<file path="config.mk">
export PLATFORM = sky130hd
export DESIGN_NAME = ai_vec_mac_wb_flat
export DESIGN_NICKNAME = d
export VERILOG_FILES = /design/src/rtl/ai_vec_mac_wb_if.sv /design/src/rtl/ai_vec_mac_wb.sv /design/src/flat_wrapper.sv
export SDC_FILE = /design/constraint.sdc
export NUM_CORES = 2
export LEC_CHECK = 0
export ABC_CLOCK_PERIOD_IN_PS = 8000
export BUFFER_PORTS_ARGS = -buffer_cell sky130_fd_sc_hd__buf_2
export CAP_MARGIN = 0
export CORE_ASPECT_RATIO = 0.8
export CORE_MARGIN = 8
export CORE_UTILIZATION = 30
export CTS_CLUSTER_SIZE = 30
export DETAILED_ROUTE_END_ITERATION = 8
export GPL_ROUTABILITY_DRIVEN = 0
export PLACE_DENSITY_LB_ADDON = 0.3
export SLEW_MARGIN = 5
export SYNTH_ARGS = -nofsm -noshare
export SYNTH_HDL_FRONTEND = slang
export SYNTH_SLANG_ARGS = --single-unit
</file>
<file path="constraint.sdc">
create_clock -name wishbone_clk_i -period 8 [get_ports wishbone_clk_i]
set_input_delay 0 -clock wishbone_clk_i [delete_from_list [all_inputs] [get_ports wishbone_clk_i]]
set_output_delay 0 -clock wishbone_clk_i [all_outputs]
set_load 0.02 [all_outputs]
</file>
<file path="src/rtl/ai_vec_mac_wb_if.sv">
// Wishbone slave bus bundle for the vector MAC engine, plus a debug view of
// the engine FSM state (0 = idle, 1 = run, 2 = drain).
interface ai_vec_mac_wb_if;
  logic        wishbone_cyc_i;
  logic        wishbone_stb_i;
  logic [31:0] wishbone_addr_i;
  logic        wishbone_we_i;
  logic [31:0] wishbone_data_i;
  logic [31:0] wishbone_data_o;
  logic        wishbone_ack;
  logic [1:0]  dbg_state;

  // Handshake: a request is cyc & stb while ack is low. The slave raises ack
  // for exactly one cycle after the sampling edge. Read data is valid only
  // while ack is high, and a write takes effect at the sampling edge.
  modport slave (
    input  wishbone_cyc_i, wishbone_stb_i, wishbone_addr_i,
    input  wishbone_we_i, wishbone_data_i,
    output wishbone_data_o, wishbone_ack, dbg_state
  );

  modport master (
    output wishbone_cyc_i, wishbone_stb_i, wishbone_addr_i,
    output wishbone_we_i, wishbone_data_i,
    input  wishbone_data_o, wishbone_ack, dbg_state
  );
endinterface

</file>
<file path="src/rtl/ai_vec_mac_wb.sv">
// Wishbone-slave dot-product engine. The host loads the operand buffers A and
// B, writes LEN and starts a run. Each RUN cycle reads one word from each
// buffer into registers. The next stage sums the LANES lane products into a
// pipeline register, and the stage after that adds the sum into the
// accumulator. DRAIN holds the FSM until the pipeline has emptied, so busy
// stays high for LEN+2 cycles.
module ai_vec_mac_wb #(
  parameter int ELEM_W = 8,
  parameter int DEPTH  = 16,
  parameter int ACC_W  = 32
) (
  input  logic           wishbone_clk_i,
  input  logic           wishbone_rst_i,
  ai_vec_mac_wb_if.slave bus,
  output logic           irq_o
);
  localparam int LANES  = 32 / ELEM_W;
  localparam int AW     = (DEPTH > 1) ? $clog2(DEPTH) : 1;
  localparam int PROD_W = 2 * ELEM_W;
  localparam int SUM_W  = PROD_W + 2;
  localparam int EXT_W  = ((ACC_W > SUM_W) ? ACC_W : SUM_W) + 2;

  typedef enum logic [1:0] {
    ST_IDLE  = 2'd0,
    ST_RUN   = 2'd1,
    ST_DRAIN = 2'd2
  } state_e;

  logic [31:0] a_mem [DEPTH];
  logic [31:0] b_mem [DEPTH];

  state_e             state_q, state_d;
  logic               busy_q, busy_d, done_q, done_d;
  logic               ovf_q, ovf_d, err_q, err_d;
  logic               sgn_q, sgn_d, irq_en_q, irq_en_d;
  logic [8:0]         len_q, len_d;
  logic [ACC_W-1:0]   acc_q, acc_d, result_q, result_d;
  logic [AW-1:0]      idx_q, idx_d;
  logic [31:0]        rd_a_q, rd_a_d, rd_b_q, rd_b_d;
  logic               rd_vld_q, rd_vld_d;
  logic [SUM_W-1:0]   sum_q, sum_d;
  logic               sum_vld_q, sum_vld_d;
  logic               ack_q, ack_d;
  logic [31:0]        dat_q, dat_d;

  // Address decode: only byte-address bits [11:2] select a location.
  logic [9:0]    word;
  logic [AW-1:0] buf_idx;
  logic          req, wr, idle, in_buf, sel_reg, sel_a, sel_b, len_ok;
  logic          a_we, b_we;
  logic          unused_addr;

  assign word        = bus.wishbone_addr_i[11:2];
  assign unused_addr = ^{bus.wishbone_addr_i[31:12], bus.wishbone_addr_i[1:0]};
  assign buf_idx     = word[AW-1:0];
  assign req         = bus.wishbone_cyc_i & bus.wishbone_stb_i & ~ack_q;
  assign wr          = req & bus.wishbone_we_i;
  assign idle        = (state_q == ST_IDLE);
  assign in_buf      = ({1'b0, word[7:0]} < 9'(DEPTH));
  assign sel_reg     = (word[9:2] == 8'd0);
  assign sel_a       = (word[9:8] == 2'b01) & in_buf;
  assign sel_b       = (word[9:8] == 2'b10) & in_buf;
  assign len_ok      = (len_q != 9'd0) && (len_q <= 9'(DEPTH));
  assign a_we        = wr & sel_a & idle;
  assign b_we        = wr & sel_b & idle;

  assign bus.wishbone_ack    = ack_q;
  assign bus.wishbone_data_o = dat_q;
  assign bus.dbg_state       = state_q;
  assign irq_o               = done_q & irq_en_q;

  // Sum of the lane products of the registered operand words, extended per mode.
  logic [ELEM_W-1:0] ea, eb;
  logic [PROD_W-1:0] xa, xb, prod;
  logic [SUM_W-1:0]  prod_ext;
  always_comb begin
    sum_d    = '0;
    ea       = '0;
    eb       = '0;
    xa       = '0;
    xb       = '0;
    prod     = '0;
    prod_ext = '0;
    for (int l = 0; l < LANES; l++) begin
      ea = rd_a_q[l*ELEM_W +: ELEM_W];
      eb = rd_b_q[l*ELEM_W +: ELEM_W];
      if (sgn_q) begin
        xa = PROD_W'($signed(ea));
        xb = PROD_W'($signed(eb));
      end else begin
        xa = PROD_W'(ea);
        xb = PROD_W'(eb);
      end
      prod = xa * xb;
      if (sgn_q) prod_ext = SUM_W'($signed(prod));
      else       prod_ext = SUM_W'(prod);
      sum_d = sum_d + prod_ext;
    end
  end

  // Wide add of accumulator and lane sum; overflow means the exact result
  // does not fit in ACC_W bits in the current mode.
  logic [EXT_W-1:0] acc_ext, sum_ext, tot;
  logic             step_ovf;
  always_comb begin
    if (sgn_q) begin
      acc_ext = EXT_W'($signed(acc_q));
      sum_ext = EXT_W'($signed(sum_q));
    end else begin
      acc_ext = EXT_W'(acc_q);
      sum_ext = EXT_W'(sum_q);
    end
    tot = acc_ext + sum_ext;
    if (sgn_q) step_ovf = (tot[EXT_W-1:ACC_W-1] != '0) && (tot[EXT_W-1:ACC_W-1] != '1);
    else       step_ovf = (tot[EXT_W-1:ACC_W] != '0);
  end

  // Read mux for bus reads; unmapped locations read as zero.
  logic [31:0] rdata, res_ext;
  always_comb begin
    if (sgn_q) res_ext = 32'($signed(result_q));
    else       res_ext = 32'(result_q);
    rdata = '0;
    if (sel_reg) begin
      case (word[1:0])
        2'd0:    rdata = {28'd0, irq_en_q, sgn_q, 2'b00};
        2'd1:    rdata = {28'd0, err_q, ovf_q, done_q, busy_q};
        2'd2:    rdata = {23'd0, len_q};
        default: rdata = res_ext;
      endcase
    end else if (sel_a) begin
      rdata = a_mem[buf_idx];
    end else if (sel_b) begin
      rdata = b_mem[buf_idx];
    end
  end

  // Next state: datapath pipeline, FSM sequencing, then host commands in idle.
  always_comb begin
    state_d   = state_q;
    busy_d    = busy_q;
    done_d    = done_q;
    ovf_d     = ovf_q;
    err_d     = err_q;
    sgn_d     = sgn_q;
    irq_en_d  = irq_en_q;
    len_d     = len_q;
    acc_d     = acc_q;
    result_d  = result_q;
    idx_d     = idx_q;
    rd_a_d    = rd_a_q;
    rd_b_d    = rd_b_q;
    rd_vld_d  = 1'b0;
    sum_vld_d = rd_vld_q;
    ack_d     = req;
    dat_d     = (req & ~bus.wishbone_we_i) ? rdata : 32'd0;

    if (sum_vld_q) begin
      acc_d = tot[ACC_W-1:0];
      if (step_ovf) ovf_d = 1'b1;
    end

    case (state_q)
      ST_RUN: begin
        rd_a_d   = a_mem[idx_q];
        rd_b_d   = b_mem[idx_q];
        rd_vld_d = 1'b1;
        if (9'(idx_q) == len_q - 9'd1) state_d = ST_DRAIN;
        else                           idx_d   = idx_q + 1'b1;
      end
      ST_DRAIN: begin
        if (!rd_vld_q) begin
          state_d  = ST_IDLE;
          busy_d   = 1'b0;
          done_d   = 1'b1;
          result_d = acc_d;
        end
      end
      default: ;
    endcase

    if (wr && sel_reg && word[1:0] == 2'd0) begin
      irq_en_d = bus.wishbone_data_i[3];
      if (idle) begin
        sgn_d = bus.wishbone_data_i[2];
        if (bus.wishbone_data_i[1]) begin
          acc_d    = '0;
          result_d = '0;
          done_d   = 1'b0;
          ovf_d    = 1'b0;
          err_d    = 1'b0;
        end
        if (bus.wishbone_data_i[0]) begin
          if (len_ok) begin
            state_d = ST_RUN;
            busy_d  = 1'b1;
            done_d  = 1'b0;
            ovf_d   = 1'b0;
            err_d   = 1'b0;
            acc_d   = '0;
            idx_d   = '0;
          end else begin
            err_d = 1'b1;
          end
        end
      end
    end
    if (wr && sel_reg && word[1:0] == 2'd2 && idle) len_d = bus.wishbone_data_i[8:0];
  end

  // Control, status, pipeline and bus-response registers.
  always_ff @(posedge wishbone_clk_i) begin
    if (wishbone_rst_i) begin
      state_q   <= ST_IDLE;
      busy_q    <= 1'b0;
      done_q    <= 1'b0;
      ovf_q     <= 1'b0;
      err_q     <= 1'b0;
      sgn_q     <= 1'b0;
      irq_en_q  <= 1'b0;
      len_q     <= '0;
      acc_q     <= '0;
      result_q  <= '0;
      idx_q     <= '0;
      rd_a_q    <= '0;
      rd_b_q    <= '0;
      rd_vld_q  <= 1'b0;
      sum_q     <= '0;
      sum_vld_q <= 1'b0;
      ack_q     <= 1'b0;
      dat_q     <= '0;
    end else begin
      state_q   <= state_d;
      busy_q    <= busy_d;
      done_q    <= done_d;
      ovf_q     <= ovf_d;
      err_q     <= err_d;
      sgn_q     <= sgn_d;
      irq_en_q  <= irq_en_d;
      len_q     <= len_d;
      acc_q     <= acc_d;
      result_q  <= result_d;
      idx_q     <= idx_d;
      rd_a_q    <= rd_a_d;
      rd_b_q    <= rd_b_d;
      rd_vld_q  <= rd_vld_d;
      sum_q     <= sum_d;
      sum_vld_q <= sum_vld_d;
      ack_q     <= ack_d;
      dat_q     <= dat_d;
    end
  end

  // Operand buffers: host writes only while idle, contents survive reset.
  always_ff @(posedge wishbone_clk_i) begin
    if (a_we) a_mem[buf_idx] <= bus.wishbone_data_i;
    if (b_we) b_mem[buf_idx] <= bus.wishbone_data_i;
  end
endmodule

</file>
<file path="src/flat_wrapper.sv">
// flat-port wrapper written by rule: the top's interface ports become plain ports
module ai_vec_mac_wb_flat 
#(
  parameter int ELEM_W = 8,
  parameter int DEPTH  = 16,
  parameter int ACC_W  = 32
)
  (wishbone_clk_i, wishbone_rst_i, irq_o, bus_wishbone_cyc_i, bus_wishbone_stb_i, bus_wishbone_addr_i, bus_wishbone_we_i, bus_wishbone_data_i, bus_wishbone_data_o, bus_wishbone_ack, bus_dbg_state);
  ai_vec_mac_wb_if bus_i ();
  input  logic wishbone_clk_i;
  input  logic wishbone_rst_i;
  output logic irq_o;
  input wire logic [$bits(bus_i.wishbone_cyc_i)-1:0] bus_wishbone_cyc_i;
  input wire logic [$bits(bus_i.wishbone_stb_i)-1:0] bus_wishbone_stb_i;
  input wire logic [$bits(bus_i.wishbone_addr_i)-1:0] bus_wishbone_addr_i;
  input wire logic [$bits(bus_i.wishbone_we_i)-1:0] bus_wishbone_we_i;
  input wire logic [$bits(bus_i.wishbone_data_i)-1:0] bus_wishbone_data_i;
  output wire logic [$bits(bus_i.wishbone_data_o)-1:0] bus_wishbone_data_o;
  output wire logic [$bits(bus_i.wishbone_ack)-1:0] bus_wishbone_ack;
  output wire logic [$bits(bus_i.dbg_state)-1:0] bus_dbg_state;
  assign bus_i.wishbone_cyc_i = bus_wishbone_cyc_i;
  assign bus_i.wishbone_stb_i = bus_wishbone_stb_i;
  assign bus_i.wishbone_addr_i = bus_wishbone_addr_i;
  assign bus_i.wishbone_we_i = bus_wishbone_we_i;
  assign bus_i.wishbone_data_i = bus_wishbone_data_i;
  assign bus_wishbone_data_o = bus_i.wishbone_data_o;
  assign bus_wishbone_ack = bus_i.wishbone_ack;
  assign bus_dbg_state = bus_i.dbg_state;
  ai_vec_mac_wb #(.ELEM_W(ELEM_W), .DEPTH(DEPTH), .ACC_W(ACC_W)) u_core (.wishbone_clk_i(wishbone_clk_i), .wishbone_rst_i(wishbone_rst_i), .bus(bus_i), .irq_o(irq_o));
endmodule
</file>
==> impl_table.tex <==
\begin{tabular}{lr}
\hline
Metric & Value \\
\hline
\multicolumn{2}{l}{\textbf{Run status}} \\
\quad Result of the run & finished clean \\
\multicolumn{2}{l}{\textbf{Cells and area}} \\
\quad Filler cells & 22400 \\
\quad Sequential standard cell area & 34810 µm² \\
\quad Fraction of the core area covered by cells at the end of the flow & 0.3437 \\
\quad Final layout net count & 5498 \\
\quad Layout Area Growth over Synthesis & 13.71\% \\
\quad Proportion of layout cells with a drive suffix above 1 & 0.2290 \\
\quad Footprint of the multi-input gates & 33620 µm² \\
\quad Final instance area & 80750 µm² \\
\multicolumn{2}{l}{\textbf{Clock tree}} \\
\quad TritonCTS buffer count & 137 \\
\quad Clock slew at the register clock pins of the worst setup and hold paths & 0.07 ns \\
\quad Clk\_lat worst skew & 0.79 ns \\
\quad Clock H-tree levels & 4 \\
\quad Root Buffer & clkbuf\_16 \\
\quad Maximum number of buffers from clock root to sink & 3 \\
\quad Sink Count & 1226 \\
\quad Clock tree from TritonCTS & done \\
\multicolumn{2}{l}{\textbf{Setup path}} \\
\quad Worst path depth & 31 \\
\quad Largest delay contributor family on the critical path & adder cells \\
\quad Largest fanout on the critical path & 7 \\
\quad Library cell contributing the largest single delay on the critical path & fa\_1 \\
\quad Buffering stage count on the worst path with inverters included & 9 \\
\quad Critical R2R Launch & u\_core.sgn\_q \\
\quad Capturing element type of the critical path & flip-flop \\
\quad Type of origin of the critical path & flip-flop \\
\quad CP arrival & 8.43 ns \\
\quad Biggest cell delay along the critical path & 0.55 ns \\
\quad Start-to-end type of the worst setup path & flip-flop to flip-flop \\
\quad CP Launch Point & u\_core.sgn\_q \\
\quad Cell count of the worst reg-to-reg path & 31 \\
\quad Data required, critical path & 8.73 ns \\
\multicolumn{2}{l}{\textbf{Power}} \\
\quad Maximum vdd drop & 0.2265 mV \\
\quad Final Total Pwr & 13.63 mW \\
\quad Leak Pwr & 28.59 nW \\
\quad Sequential group share of total power & 0.507 \\
\quad Internal power component & 10.65 mW \\
\quad Fraction of power spent switching nets & 0.2188 \\
\quad Combinational fraction of design power & 0.034 \\
\quad Share of power burned in the clock network & 0.459 \\
\quad Power Density & 168.8 nW/µm² \\
\quad Net switching power & 2.982 mW \\
\multicolumn{2}{l}{\textbf{Timing}} \\
\quad Hold slack & 0.06921 ns \\
\quad Transition time at the pin with the least slew margin & 1.232 ns \\
\quad Final Setup Violations & 0 \\
\quad Total count of max-transition violations in the final report & 0 \\
\quad Tcrit/Tclk final & 0.9622 \\
\quad Max-Slew Margin vs Limit & 0.1788 \\
\quad Final min period & 7.698 ns \\
\quad Unrepaired setup endpoints after global routing & true \\
\quad Clock skew after layout & 0.07131 ns \\
\quad Final Hold Vio Count & 0 \\
\quad Maximum achievable frequency & 129.9 MHz \\
\multicolumn{2}{l}{\textbf{Global routing}} \\
\quad Vias in the first global route & 42180 \\
\quad First-pass GRT wire length & 302.2 mm \\
\quad Largest net degree at the start of global routing & 124 \\
\quad GR Overflow Total & 0 \\
\quad GRT Util Overall & 0.1630 \\
\quad Number of antenna violations at the first check in global routing & 35 \\
\multicolumn{2}{l}{\textbf{Detailed routing}} \\
\quad Post-detailed-routing wire length & 211.0 mm \\
\quad Violation count after the first detailed-routing iteration & 4363 \\
\quad Via count & 41500 \\
\quad Ratio of routed vias to standard cells & 5.132 \\
\quad WL/cell & 26.09 µm \\
\quad Post-detailed-route DRC marker count & 0 \\
\quad DRT Pass-1 Iters & 6 \\
\quad Post-DRT Antenna Nets & 0 \\
\multicolumn{2}{l}{\textbf{Job}} \\
\quad Max-Cap Viols & 0 \\
\multicolumn{2}{l}{\textbf{Placement}} \\
\quad HPWL after DPL & 137.3 mm \\
\quad Count of port buffers added during placement & 82 \\
\quad Placed inst area & 75840 µm² \\
\multicolumn{2}{l}{\textbf{Synth}} \\
\quad Area of the mapped netlist & 71010 µm² \\
\quad Count of different cell masters after synthesis & 72 \\
\quad Library cell with the largest summed area after synthesis & edfxtp\_1 \\
\quad Number of flops mapped to enable cells by yosys & 1024 \\
\quad Portion of the post-synthesis area used by sequential elements & 0.4899 \\
\quad Number of standard cells after synthesis & 4676 \\
\quad Synth top cells by count & 1024 x edfxtp\_1, 641 x mux4\_2, 544 x inv\_1 \\
\quad Count of warnings emitted by yosys & 0 \\
\quad Top cells by area in the synthesized netlist & edfxtp\_1 43\%, mux4\_2 20\%, fa\_1 9.7\% \\
\quad Syn\_area\_per\_cell & 15.19 µm² \\
\quad FF+latch count, synth & 1226 \\
\quad Leading cell type by number of instances after synthesis & edfxtp\_1 \\
\quad Total nets after synthesis & 5340 \\
\quad Proportion of synthesized flip-flops having asynchronous set or reset & 0 \\
\quad Area fraction of the dominant cell type after synthesis & 0.4330 \\
\quad Dominant register cell in the synthesized netlist & edfxtp\_1 \\
\multicolumn{2}{l}{\textbf{Floorplan}} \\
\quad Number of primary I/O pins & 105 \\
\quad Chip Height & 451.2 µm \\
\quad Area of the core region & 234900 µm² \\
\quad Initial core utilization & 0.3023 \\
\quad Die outline area & 252600 µm² \\
\quad Width of the die & 560.0 µm \\
\quad Floorplan row count & 159 \\
\multicolumn{2}{l}{\textbf{Hold path}} \\
\quad Worst min-delay path class & input port to flip-flop \\
\quad Min-Delay Startpoint & bus\_wishbone\_addr\_i[3] \\
\quad WHS Path Cells & 3 \\
\hline
\end{tabular}
==> layout by cell type, fill, tap and decap left out, types with 15 or more instances in the layout <==
master         instances
a211oi_1              31
a21o_1                18
a21oi_1              114
a22oi_1               33
and2_1               216
and3_1                40
buf_2                 77
buf_4                130
clkbuf_1              33
clkbuf_16            138
clkinv_1              24
clkinv_2              16
dfxtp_1              195
dlygate4sd3_1         39
edfxtp_1            1024
fa_1                 342
ha_1                 249
inv_1                543
mux2i_1               98
mux4_2               641
nand2_1              172
nand2b_1              24
nand3_1               49
nor2_1               191
nor2_4                32
nor3_1                22
o21ai_0               47
or3_1                 15
xnor2_1              119
xor2_1                37
==> per-layer routing <==
layer / up-vias / routed length (µm) / track usage
li1: 17810 / - / -
met1: 21770 / 89880 / 0.2233
met2: 1626 / 93620 / 0.2478
met3: 292 / 21610 / 0.05353
met4: 12 / 5551 / 0.04427
met5: - / 345 / 0.007574
==> power groups by stage <==
stage	clock network [mW]	registers [mW]	logic, mW
2_1_floorplan	0	7.05	0.267
3_3_place_gp	0	7.04	0.453
3_5_place_dp	0	7.04	0.458
4_1_cts	6.40	6.91	0.477
5_1_grt	6.64	6.90	0.501
6_report	6.25	6.91	0.470
==> worst paths after layout <==
| check | endpoint | slack, ns |
|---|---|---|
| hold reg to reg | u_core.err_q | 0.46 |
| setup / recovery | u_core.sum_q[17] | 0.30 |
| setup reg to reg | u_core.sum_q[17] | 0.30 |
| hold / removal | u_core.bus.wishbone_data_o[8] | 0.07 |
==> worst register-to-register path, delay by kind of cell, from the launching register on <==
kind	cells	cell delay [ns]
AO/OA/AOI/OAI	5	1.01
XOR/XNOR	1	0.10
adder cells (fa/ha/maj)	10	4.65
buffers and inverters	9	0.65
flip-flops	1	0.40
AND/OR/NAND/NOR	6	0.84
==> stage by stage <==
stage | TNS [ns] | setup slack [ns] | std cells
floorplan | 0 | 0.1910 | 4676
global placement | -0.001156 | -0.001156 | 7791
detailed placement | 0 | 0.01562 | 7791
CTS | 0 | 0.008581 | 8073
global route | -0.06748 | -0.03919 | 8080
finish | 0 | 0.3021 | 8087
==> layout make-up <==
cell class	count	share of cell area
Inverter	544	0.02529
Clock inverter	67	0.009514
Tap cell	3139	0.04864
Timing Repair Buffer	256	0.02379
Clock buffer	176	0.04500
Multi-Input combinational cell	2669	0.4163
Sequential cell	1226	0.4312
Antenna cell	10	0.0003099
==> state kept, by name (all words and copies together) (netlist names), 2 cells and up <==
name	count
u_core.b_mem	512
u_core.len_q	9
u_core.a_mem	512
u_core.sum_q	18
u_core.acc_q	32
u_core.bus.dbg_state	2
u_core.res_ext	32
u_core.idx_q	4
u_core.rd_a_q	32
u_core.bus.wishbone_data_o	32
u_core.rd_b_q	32
==> cell families after synthesis <==
group                    after synthesis  synth area share
flip-flops                          1226            0.4899
XOR/XNOR                             156           0.01924
adder cells (fa/ha/maj)              595            0.1411
AO/OA/AOI/OAI                        352           0.03275
buffers and inverters                781           0.04151
multiplexers                         746            0.2182
AND/OR/NAND/NOR                      820           0.05724
==> timing repair <==
action,CTS,global route
gates resized for setup,0,19
hold buffers,39,0
hold endpoints to repair,1075,0
setup buffers,0,4
endpoints found under the setup margin,0,5
Power figures use the tool's default switching activity.
